--- config.mk ---
export PLATFORM = sky130hd
export DESIGN_NAME = btn_debounce_flat
export DESIGN_NICKNAME = d
export VERILOG_FILES = /design/src/rtl/btn_pkg.sv /design/src/rtl/btn_debounce_if.sv /design/src/rtl/btn_channel.sv /design/src/rtl/btn_debounce.sv /design/src/flat_wrapper.sv
export SDC_FILE = /design/constraint.sdc
export NUM_CORES = 1
export LEC_CHECK = 0
export ABC_AREA = 1
export BUFFER_PORTS_ARGS = -buffer_cell sky130_fd_sc_hd__buf_2
export CORE_UTILIZATION = 40
export CTS_CLUSTER_SIZE = 10
export DETAILED_ROUTE_END_ITERATION = 16
export HOLD_SLACK_MARGIN = 0.15
export PLACE_DENSITY_LB_ADDON = 0.25
export SLEW_MARGIN = 40
export SYNTH_ARGS = -nofsm -noshare
export SYNTH_HDL_FRONTEND = slang
export SYNTH_HIERARCHICAL = 1
export SYNTH_SLANG_ARGS = --single-unit
export TNS_END_PERCENT = 30
--- constraint.sdc ---
create_clock -name CLK -period 5.4 [get_ports CLK]
set_input_delay 0.27 -clock CLK [delete_from_list [all_inputs] [get_ports CLK]]
set_output_delay 0.27 -clock CLK [all_outputs]
set_load 0.01 [all_outputs]
--- src/rtl/btn_pkg.sv ---
// Shared constants and channel FSM state for the button debouncer.
package btn_pkg;

  localparam int N_CH_DEF         = 5;
  localparam int TICK_DIV_DEF     = 1250000;  // 40 Hz sample rate at 50 MHz
  localparam int STABLE_N_DEF     = 2;
  localparam int LONG_TICKS_DEF   = 40;
  localparam int REPEAT_TICKS_DEF = 8;
  localparam int ACTIVE_LOW_DEF   = 1;

  typedef enum logic [1:0] {
    IDLE      = 2'd0,
    HELD      = 2'd1,
    REPEATING = 2'd2
  } ch_state_t;

endpackage

--- src/rtl/btn_debounce_if.sv ---
// Raw button pins in, debounced level and event pulses out.
interface btn_debounce_if
  import btn_pkg::*;
#(
  parameter int N_CH = N_CH_DEF
);

  logic [N_CH-1:0] BIN;
  logic [N_CH-1:0] LEVEL;
  logic [N_CH-1:0] PRESS;
  logic [N_CH-1:0] RELEASE;
  logic [N_CH-1:0] LONG;
  logic [N_CH-1:0] REPT;

  modport master (output BIN, input LEVEL, PRESS, RELEASE, LONG, REPT);
  modport slave  (input BIN, output LEVEL, PRESS, RELEASE, LONG, REPT);

endinterface

--- src/rtl/btn_channel.sv ---
// One button: synchronizer, tick-sampled debounce, hold/repeat FSM, pulses.
module btn_channel
  import btn_pkg::*;
#(
  parameter int STABLE_N     = STABLE_N_DEF,
  parameter int LONG_TICKS   = LONG_TICKS_DEF,
  parameter int REPEAT_TICKS = REPEAT_TICKS_DEF,
  parameter int ACTIVE_LOW   = ACTIVE_LOW_DEF
) (
  input  logic CLK,
  input  logic RST,
  input  logic tick,
  input  logic bin,
  output logic level,
  output logic press,
  output logic rel,
  output logic long_p,
  output logic rept
);

  localparam int SW = $clog2(STABLE_N) + 1;
  localparam int HW = $clog2(LONG_TICKS) + 1;
  localparam int RW = $clog2(REPEAT_TICKS) + 1;

  // Raw pin value that means "not pressed"; the synchronizer resets to it
  // so a button held through reset is seen as a fresh press.
  localparam logic RELEASED = (ACTIVE_LOW != 0);

  localparam logic [SW-1:0] STABLE_LAST = SW'(STABLE_N - 1);
  localparam logic [HW-1:0] HOLD_LAST   = HW'(LONG_TICKS - 1);
  localparam logic [HW-1:0] HOLD_MAX    = HW'(LONG_TICKS);
  localparam logic [RW-1:0] REP_LAST    = RW'(REPEAT_TICKS - 1);

  logic          s0, s1;
  logic          sample;
  logic [SW-1:0] stable_cnt;
  logic [HW-1:0] hold_cnt;
  logic [RW-1:0] rep_cnt;
  logic          flip, rise, fall;
  ch_state_t     state;

  // Two-flop synchronizer for the asynchronous pin.
  always_ff @(posedge CLK) begin
    if (RST) begin
      s0 <= RELEASED;
      s1 <= RELEASED;
    end else begin
      s0 <= bin;
      s1 <= s0;
    end
  end

  assign sample = s1 ^ RELEASED;
  assign flip   = tick && (sample != level) && (stable_cnt == STABLE_LAST);
  assign rise   = flip & ~level;
  assign fall   = flip & level;

  // Debounce: level changes only after STABLE_N consecutive differing ticks.
  always_ff @(posedge CLK) begin
    if (RST) begin
      level      <= 1'b0;
      stable_cnt <= '0;
    end else if (tick) begin
      if (sample != level) begin
        if (stable_cnt == STABLE_LAST) begin
          level      <= ~level;
          stable_cnt <= '0;
        end else begin
          stable_cnt <= stable_cnt + 1'b1;
        end
      end else begin
        stable_cnt <= '0;
      end
    end
  end

  // Hold/repeat FSM; a release on a tick overrides any LONG/REPT due then.
  always_ff @(posedge CLK) begin
    if (RST) begin
      state    <= IDLE;
      hold_cnt <= '0;
      rep_cnt  <= '0;
      press    <= 1'b0;
      rel      <= 1'b0;
      long_p   <= 1'b0;
      rept     <= 1'b0;
    end else begin
      press  <= 1'b0;
      rel    <= 1'b0;
      long_p <= 1'b0;
      rept   <= 1'b0;
      if (tick) begin
        if (fall) begin
          rel      <= 1'b1;
          state    <= IDLE;
          hold_cnt <= '0;
          rep_cnt  <= '0;
        end else begin
          case (state)
            IDLE: begin
              if (rise) begin
                press    <= 1'b1;
                rept     <= 1'b1;
                hold_cnt <= '0;
                state    <= HELD;
              end
            end
            HELD: begin
              if (hold_cnt == HOLD_LAST) begin
                long_p   <= 1'b1;
                rept     <= 1'b1;
                hold_cnt <= HOLD_MAX;
                rep_cnt  <= '0;
                state    <= REPEATING;
              end else if (hold_cnt != HOLD_MAX) begin
                hold_cnt <= hold_cnt + 1'b1;
              end
            end
            REPEATING: begin
              if (REPEAT_TICKS > 0) begin
                if (rep_cnt == REP_LAST) begin
                  rept    <= 1'b1;
                  rep_cnt <= '0;
                end else begin
                  rep_cnt <= rep_cnt + 1'b1;
                end
              end
            end
            default: state <= IDLE;
          endcase
        end
      end
    end
  end

endmodule

--- src/rtl/btn_debounce.sv ---
// Multi-channel button debouncer: shared sample tick, one channel per pin.
module btn_debounce
  import btn_pkg::*;
#(
  parameter int N_CH         = N_CH_DEF,
  parameter int TICK_DIV     = TICK_DIV_DEF,
  parameter int STABLE_N     = STABLE_N_DEF,
  parameter int LONG_TICKS   = LONG_TICKS_DEF,
  parameter int REPEAT_TICKS = REPEAT_TICKS_DEF,
  parameter int ACTIVE_LOW   = ACTIVE_LOW_DEF
) (
  input  logic           CLK,
  input  logic           RST,
  btn_debounce_if.slave  bus
);

  localparam int TW = $clog2(TICK_DIV) + 1;
  localparam logic [TW-1:0] TICK_LAST = TW'(TICK_DIV - 1);

  logic [TW-1:0]   tick_cnt;
  logic            tick;
  logic [N_CH-1:0] level_v, press_v, rel_v, long_v, rept_v;

  assign tick = (tick_cnt == TICK_LAST);

  // Free-running sample-tick divider shared by all channels.
  always_ff @(posedge CLK) begin
    if (RST || tick) tick_cnt <= '0;
    else             tick_cnt <= tick_cnt + 1'b1;
  end

  for (genvar i = 0; i < N_CH; i++) begin : g_ch
    btn_channel #(
      .STABLE_N     (STABLE_N),
      .LONG_TICKS   (LONG_TICKS),
      .REPEAT_TICKS (REPEAT_TICKS),
      .ACTIVE_LOW   (ACTIVE_LOW)
    ) u_ch (
      .CLK    (CLK),
      .RST    (RST),
      .tick   (tick),
      .bin    (bus.BIN[i]),
      .level  (level_v[i]),
      .press  (press_v[i]),
      .rel    (rel_v[i]),
      .long_p (long_v[i]),
      .rept   (rept_v[i])
    );
  end

  assign bus.LEVEL   = level_v;
  assign bus.PRESS   = press_v;
  assign bus.RELEASE = rel_v;
  assign bus.LONG    = long_v;
  assign bus.REPT    = rept_v;

endmodule
--- src/flat_wrapper.sv ---
// flat-port wrapper written by rule: the top's interface ports become plain ports
module btn_debounce_flat import btn_pkg::*;
#(
  parameter int N_CH         = N_CH_DEF,
  parameter int TICK_DIV     = TICK_DIV_DEF,
  parameter int STABLE_N     = STABLE_N_DEF,
  parameter int LONG_TICKS   = LONG_TICKS_DEF,
  parameter int REPEAT_TICKS = REPEAT_TICKS_DEF,
  parameter int ACTIVE_LOW   = ACTIVE_LOW_DEF
)
  (CLK, RST, bus_BIN, bus_LEVEL, bus_PRESS, bus_RELEASE, bus_LONG, bus_REPT);
  btn_debounce_if #(.N_CH(N_CH)) bus_i ();
  input  logic CLK;
  input  logic RST;
  input wire logic [$bits(bus_i.BIN)-1:0] bus_BIN;
  output wire logic [$bits(bus_i.LEVEL)-1:0] bus_LEVEL;
  output wire logic [$bits(bus_i.PRESS)-1:0] bus_PRESS;
  output wire logic [$bits(bus_i.RELEASE)-1:0] bus_RELEASE;
  output wire logic [$bits(bus_i.LONG)-1:0] bus_LONG;
  output wire logic [$bits(bus_i.REPT)-1:0] bus_REPT;
  assign bus_i.BIN = bus_BIN;
  assign bus_LEVEL = bus_i.LEVEL;
  assign bus_PRESS = bus_i.PRESS;
  assign bus_RELEASE = bus_i.RELEASE;
  assign bus_LONG = bus_i.LONG;
  assign bus_REPT = bus_i.REPT;
  btn_debounce #(.N_CH(N_CH), .TICK_DIV(TICK_DIV), .STABLE_N(STABLE_N), .LONG_TICKS(LONG_TICKS), .REPEAT_TICKS(REPEAT_TICKS), .ACTIVE_LOW(ACTIVE_LOW)) u_core (.CLK(CLK), .RST(RST), .bus(bus_i));
endmodule
* Word-level counts from Yosys, hierarchy flattened
Index checks and enable logic that the tools add are counted.
** Word-level totals
- Bits in registers :: 132
- Input bits :: 7
- Output and inout port bits :: 25
- Logic and storage cells :: 321
** Operators by class
- Add/subtract/negate cells :: 16
- Eq/ne operators :: 56
- Multiplexer cells :: 100
- Bitwise logic cells :: 31
- Reductions and logical operators :: 62
** Operators with widths (count)
- 2-to-1 mux 7 bit :: 20
- case mux 7 bit (2 select lines) :: 5
- 2-to-1 mux 4 bit :: 15
- 2-to-1 mux 2 bit :: 25
- case mux 4 bit (2 select lines) :: 5
- AND reduction 4 bit :: 10
- OR reduction 4 bit :: 10
- adder 7 x 1 -> 7 bit, second input constant :: 5
- == test 7 x 6 -> 1 bit, second input constant :: 5
- != test 7 x 6 -> 1 bit, second input constant :: 5
- != test 3 bit, second input constant :: 10
- case mux 2 bit (3 select lines) :: 5
- AND reduction 3 bit :: 10
- nonzero test 3 bit :: 10
- adder 22 x 1 -> 22 bit, second input constant :: 1
- == test 22 x 21 -> 1 bit, second input constant :: 1
- inverter 1 bit :: 21
- adder 4 x 1 -> 4 bit, second input constant :: 5
- == test 2 x 1 -> 1 bit, second input constant :: 10
- == test 4 x 3 -> 1 bit, second input constant :: 5
- 2-to-1 mux 1 bit :: 20
- != test 4 bit, second input constant :: 5
- case mux 1 bit (3 select lines) :: 5
- OR reduction 3 bit :: 5
- other kinds (9) :: 47

* Longest topological paths before layout
- Depth in word-level cells :: 8
- Mapped depth :: 14
- Mapped depth without buffers :: 13

* By module
The synthesis kept the hierarchy.
** By module, submodules not included
- btn_channel :: instances 5, cells an instance 191, area each 1256.2 um^2, seq. area each 440.4 um^2
- btn_debounce :: instances 1, cells an instance 189, area each 1316.3 um^2, seq. area each 440.4 um^2

* Least setup slack after synthesis
OpenSTA, ideal clock, no wires.
- Kind :: reg-to-reg
- From :: register u_core.tick_cnt[0]
- To :: register u_core.g_ch[0].u_ch.state[0]
- Library setup time :: 110 ps
- Data arrival time :: 2131 ps
- Required time :: 5290 ps
- Slack :: 3159 ps
- Cell stages (with the launch flop) :: 12
- Period minus slack after synthesis :: 2241 ps
- Cells stage by stage :: dfxtp_1 > ha_1 > nand3_1 > or2_1 > nor3_1 > clkbuf_2 > nand4_4 > buf_2 > nand2_1 > nand4_1 > nand2_1 > nor2_1
** On the way
- Word-level cells in the longest chain between the ends :: 6
- Elaborated cells between the ends (all ways) :: 10
** Ends and longest elaborated chain
- start, declared :: line btn_debounce.sv:20 : logic [TW-1:0] tick_cnt;
- start signal, assigned :: line btn_debounce.sv:29 : else tick_cnt <= tick_cnt + 1'b1;
- == test 22 x 21 -> 1 bit (*) :: line btn_debounce.sv:24 : assign tick = (tick_cnt == TICK_LAST);
- net u_core.tick :: line btn_debounce.sv:21 : logic tick;
- logical AND 1 bit (2 in series) :: line btn_channel.sv:54 : assign flip = tick && (sample != level) && (stable_cnt == STABLE_LAST);
- AND 1 bit, on equally long branches :: line btn_channel.sv:56, btn_channel.sv:55
- != test 3 bit (no source line) or != test 2 bit (tied branches)
- AND reduction 4 bit (no source line)
- end signal, assigned :: line btn_channel.sv:80 : state <= IDLE;
- end signal, assigned :: line btn_channel.sv:95 : state <= IDLE;
- end signal, assigned :: line btn_channel.sv:105 : state <= HELD;
- end, declared :: line btn_channel.sv:40 : ch_state_t state;
The timed path passes the listed nets; every way through them passes the cells marked *.
A chain may end at the register's enable or synchronous reset.

* Worst setup path in the final report
- From :: register u_core.tick_cnt[0]
- To :: register u_core.g_ch[1].u_ch.hold_cnt[5]
** On the way
- Word-level cells in the longest chain between the ends :: 6
- Elaborated cells between the ends (all ways) :: 10
** Ends and longest elaborated chain
- == test 22 x 21 -> 1 bit (*) :: line btn_debounce.sv:24
- net u_core.tick :: line btn_debounce.sv:21
- logical AND 1 bit (2 in series) :: line btn_channel.sv:54
- AND 1 bit, on equally long branches :: line btn_channel.sv:56, btn_channel.sv:55
- != test 4 bit (no source line), or another cell as far along
- AND reduction 4 bit (no source line)
- end signal, assigned :: line btn_channel.sv:116 : hold_cnt <= hold_cnt + 1'b1;
- end, declared :: line btn_channel.sv:37 : logic [HW-1:0] hold_cnt;
Marks and branches as above.

==> impl_metrics.ini <==
[worst_setup_path]
end_kind = flip-flop
crit_fanout = 40
required_ns = 5.75
critical_path_class = flip-flop to flip-flop
arrival_ns = 3.06
startpoint_type = flip-flop
crit_slowest_cell = buf_4
crit_chain = ha_1 -> nand3_1 -> or2_1 -> nor3_2 -> buf_4 -> nand4_4 -> nand2_2 -> nand2_2 -> nand2_1 -> nand2_1 -> nor2_1
cpPeakStageDelay_ns = 0.47

[synth]
synth-edff-count = 0
synth_area_leaders = dfxtp_1, nand2_1, nor2_1
netlist.area_leader.share_pct = 34.78
syn_area_um2 = 7597
syn_inst = 1144
synth_warnings = 6
postSynth.asyncResetShare_pct = 0
ys_seq_elements = 132
synth_nets = 1167
synth_top_cell_by_area = dfxtp_1
synth_area_per_cell_um2 = 6.641
synth.most_common_cell = nand2_1
ys_seq_area_share_pct = 34.78
yosysUniqueCellTypes = 33
synth_commonest_cells = nand2_1, nor2_1, inv_1
synthFlopType = dfxtp_1

[timing]
worstMarginPinSlew_ns = 0.6153
finalMaxSlewViolations = 0
fin_ws_ns = 2.689
fmax_ghz = 0.3688
maxSlewHeadroom_pct = 58.98
rsz0062_at_grt = false
setup_viol = 0
final-hold-violation-count = 0
clock_skew_ns = 0.008646
fin_crit_sh_pct = 50.21
finalSetupTns_ns = 0
period_minus_slack_ns = 2.711

[finish]
instances_no_fill = 1425
fill_cells = 1900
insertedDiodeCount = 0
nets = 1201
layout-drive-gt1-share_pct = 15.20
syn2layout_area_growth_pct = 13.13

[cts]
clockBufferDepth = 2
cts_resized = 0
htreeDepth = 4
root_buffer = clkbuf_16
numClockSinks = 132
insertion_delay_ns = 0.41
cts_buffers = 17
cts_tree = done
cts.clk_slew.worst_paths_ns = 0.06

[placed_design]
pre_cts_ws_ns = 2.667
hpwl_um = 11010
portBuffers = 31
dp.cells = 1388
gp_congestion = 0.8159

[detailed_routing]
vias_per_cell = 4.677
routed_wl_um = 15250
num_vias = 6665
firstDrtPassIters = 10
drt.antenna.violating_nets = 0
drtIter0Drc = 305
post_drt_wl_per_cell_um = 10.70
drc = 1

[power_and_ir_drop]
vdd_ir_drop_max_mv = 0.2055
power_frac_clock_pct = 54.3
p_int_uw = 1788
p_sw_uw = 456.1
p_sw_share_pct = 20.33
seqPwrFrac_pct = 43.8
leakage_uw = 0.003939
powerDensity_nw_per_um2 = 261.1
combPwrFrac_pct = 1.8

[floorplan]
dieArea_um2 = 19550
die_h_um = 139.8
die-width_um = 139.8
core_area_um2 = 18640
start_util_pct = 40.75
io_pins = 32
rows = 50

[grt]
antenna_found_initial = 0
grt_usage_pct = 16.49
grt_start_max_net_pins = 41
grt_first_pass_wirelength_um = 26560
grt_pass1_vias = 5895
overflow = 0

[outcome]
status = complete, but fails checks
failed_checks = DRC

[min_path]
holdCritPathClass = input pin to flip-flop

[flow_run]
cap_violations = 0
## state kept, by name, summed over array words and instances, names as in the netlist
| register | count |
|---|---|
| u_core/g_ch.u_ch/hold_cnt | 35 |
| u_core/g_ch.u_ch/level | 5 |
| u_core/g_ch.u_ch/press | 5 |
| u_core/g_ch.u_ch/s0 | 5 |
| u_core/g_ch.u_ch/rep_cnt | 20 |
| u_core/g_ch.u_ch/state | 10 |
| u_core/g_ch.u_ch/s1 | 5 |
| u_core/g_ch.u_ch/stable_cnt | 10 |
| u_core/g_ch.u_ch/rel | 5 |
| u_core/g_ch.u_ch/rept | 5 |
| u_core/g_ch.u_ch/long_p | 5 |
| u_core/tick_cnt | 22 |
## worst max-delay path: cells and delay by family (launching register included)
kind | cells | cell delay, ns
and+or+nand+nor | 9 | 1.59
adders and majority gates | 1 | 0.22
DFF | 1 | 0.35
buffers and inverters | 1 | 0.47
## cell type report
class	count	area, um2	area share (%)
Tap cell	234	292.8	3.407
Multi-Input combinational cell	826	4197	48.83
Inverter	164	615.6	7.163
Sequential cell	132	2643	30.75
Clock buffer	19	452.9	5.270
Clock inverter	13	181.4	2.111
Timing Repair Buffer	37	212.7	2.475
## final timing paths
kind / start / endpoint / slack (ns) / cells past startpoint
worst max-delay path: u_core/tick_cnt[0] / u_core/g_ch[1].u_ch/hold_cnt[5] / 2.69 / 11
worst min-delay path: RST / u_core/g_ch[2].u_ch/rel / 0.38 / 2
worst max register to register: u_core/tick_cnt[0] / u_core/g_ch[1].u_ch/hold_cnt[5] / 2.69 / 11
worst min register to register: u_core/g_ch[2].u_ch/s0 / u_core/g_ch[2].u_ch/s1 / 0.42 / 1
## timing repair
action	in CTS	in global routing
hold endpoints to repair	5	0
hold buffers	5	0
buffers inserted	0	0
## through the flow
stage | instance area [um2] | util (%) | hold WS [ns] | power (uW)
global placement | 7910 | 42.43 | 0.4003 | 1044
floorplan | 7597 | - | 0.3391 | 1033
CTS | 8594 | 46.10 | 0.3796 | 2282
detailed placement | 7910 | 42.43 | 0.3980 | 1044
global route | 8594 | 46.10 | 0.3993 | 2335
finish | 8594 | 46.10 | 0.3767 | 2244
## cell families after synthesis
group           after synthesis  synth area share [%]
simple gates                745                 47.00
buf+inv                     186                 10.05
flops                       132                 34.78
compound gates               49                 3.689
xor+xnor                     16                 1.844
fa+ha+maj                    16                 2.635
## cells in the final DEF, fill, tap and decap left out, types with 16 or more instances in the layout
cell type / count
dfxtp_1: 132
a21oi_1: 37
ha_1: 16
nand2_2: 33
nand3_1: 124
buf_2: 31
nor2_1: 215
clkbuf_16: 17
nand2_1: 260
inv_2: 21
nand4_1: 23
inv_1: 143
## power by group through the flow
stage	sequential, uW	clock, uW	combinational [uW]
after floorplan	1000	0	29.3
after global placement	1000	0	39.5
after detailed placement	1000	0	39.3
after CTS	983	1260	42.1
after global routing	984	1300	47.9
final	984	1220	41.5
## layer usage
layer | global-route usage (%) | vias to the layer above | share of wire [%]
met2 | 26.87 | 86 | 45
met3 | 3.820 | 15 | 3.7
li1 | - | 3668 | -
met4 | 5.668 | 0 | 1.2
met1 | 21.30 | 2896 | 50
met5 | 0 | - | 0
Note: power is estimated with default switching activity, not from simulation.
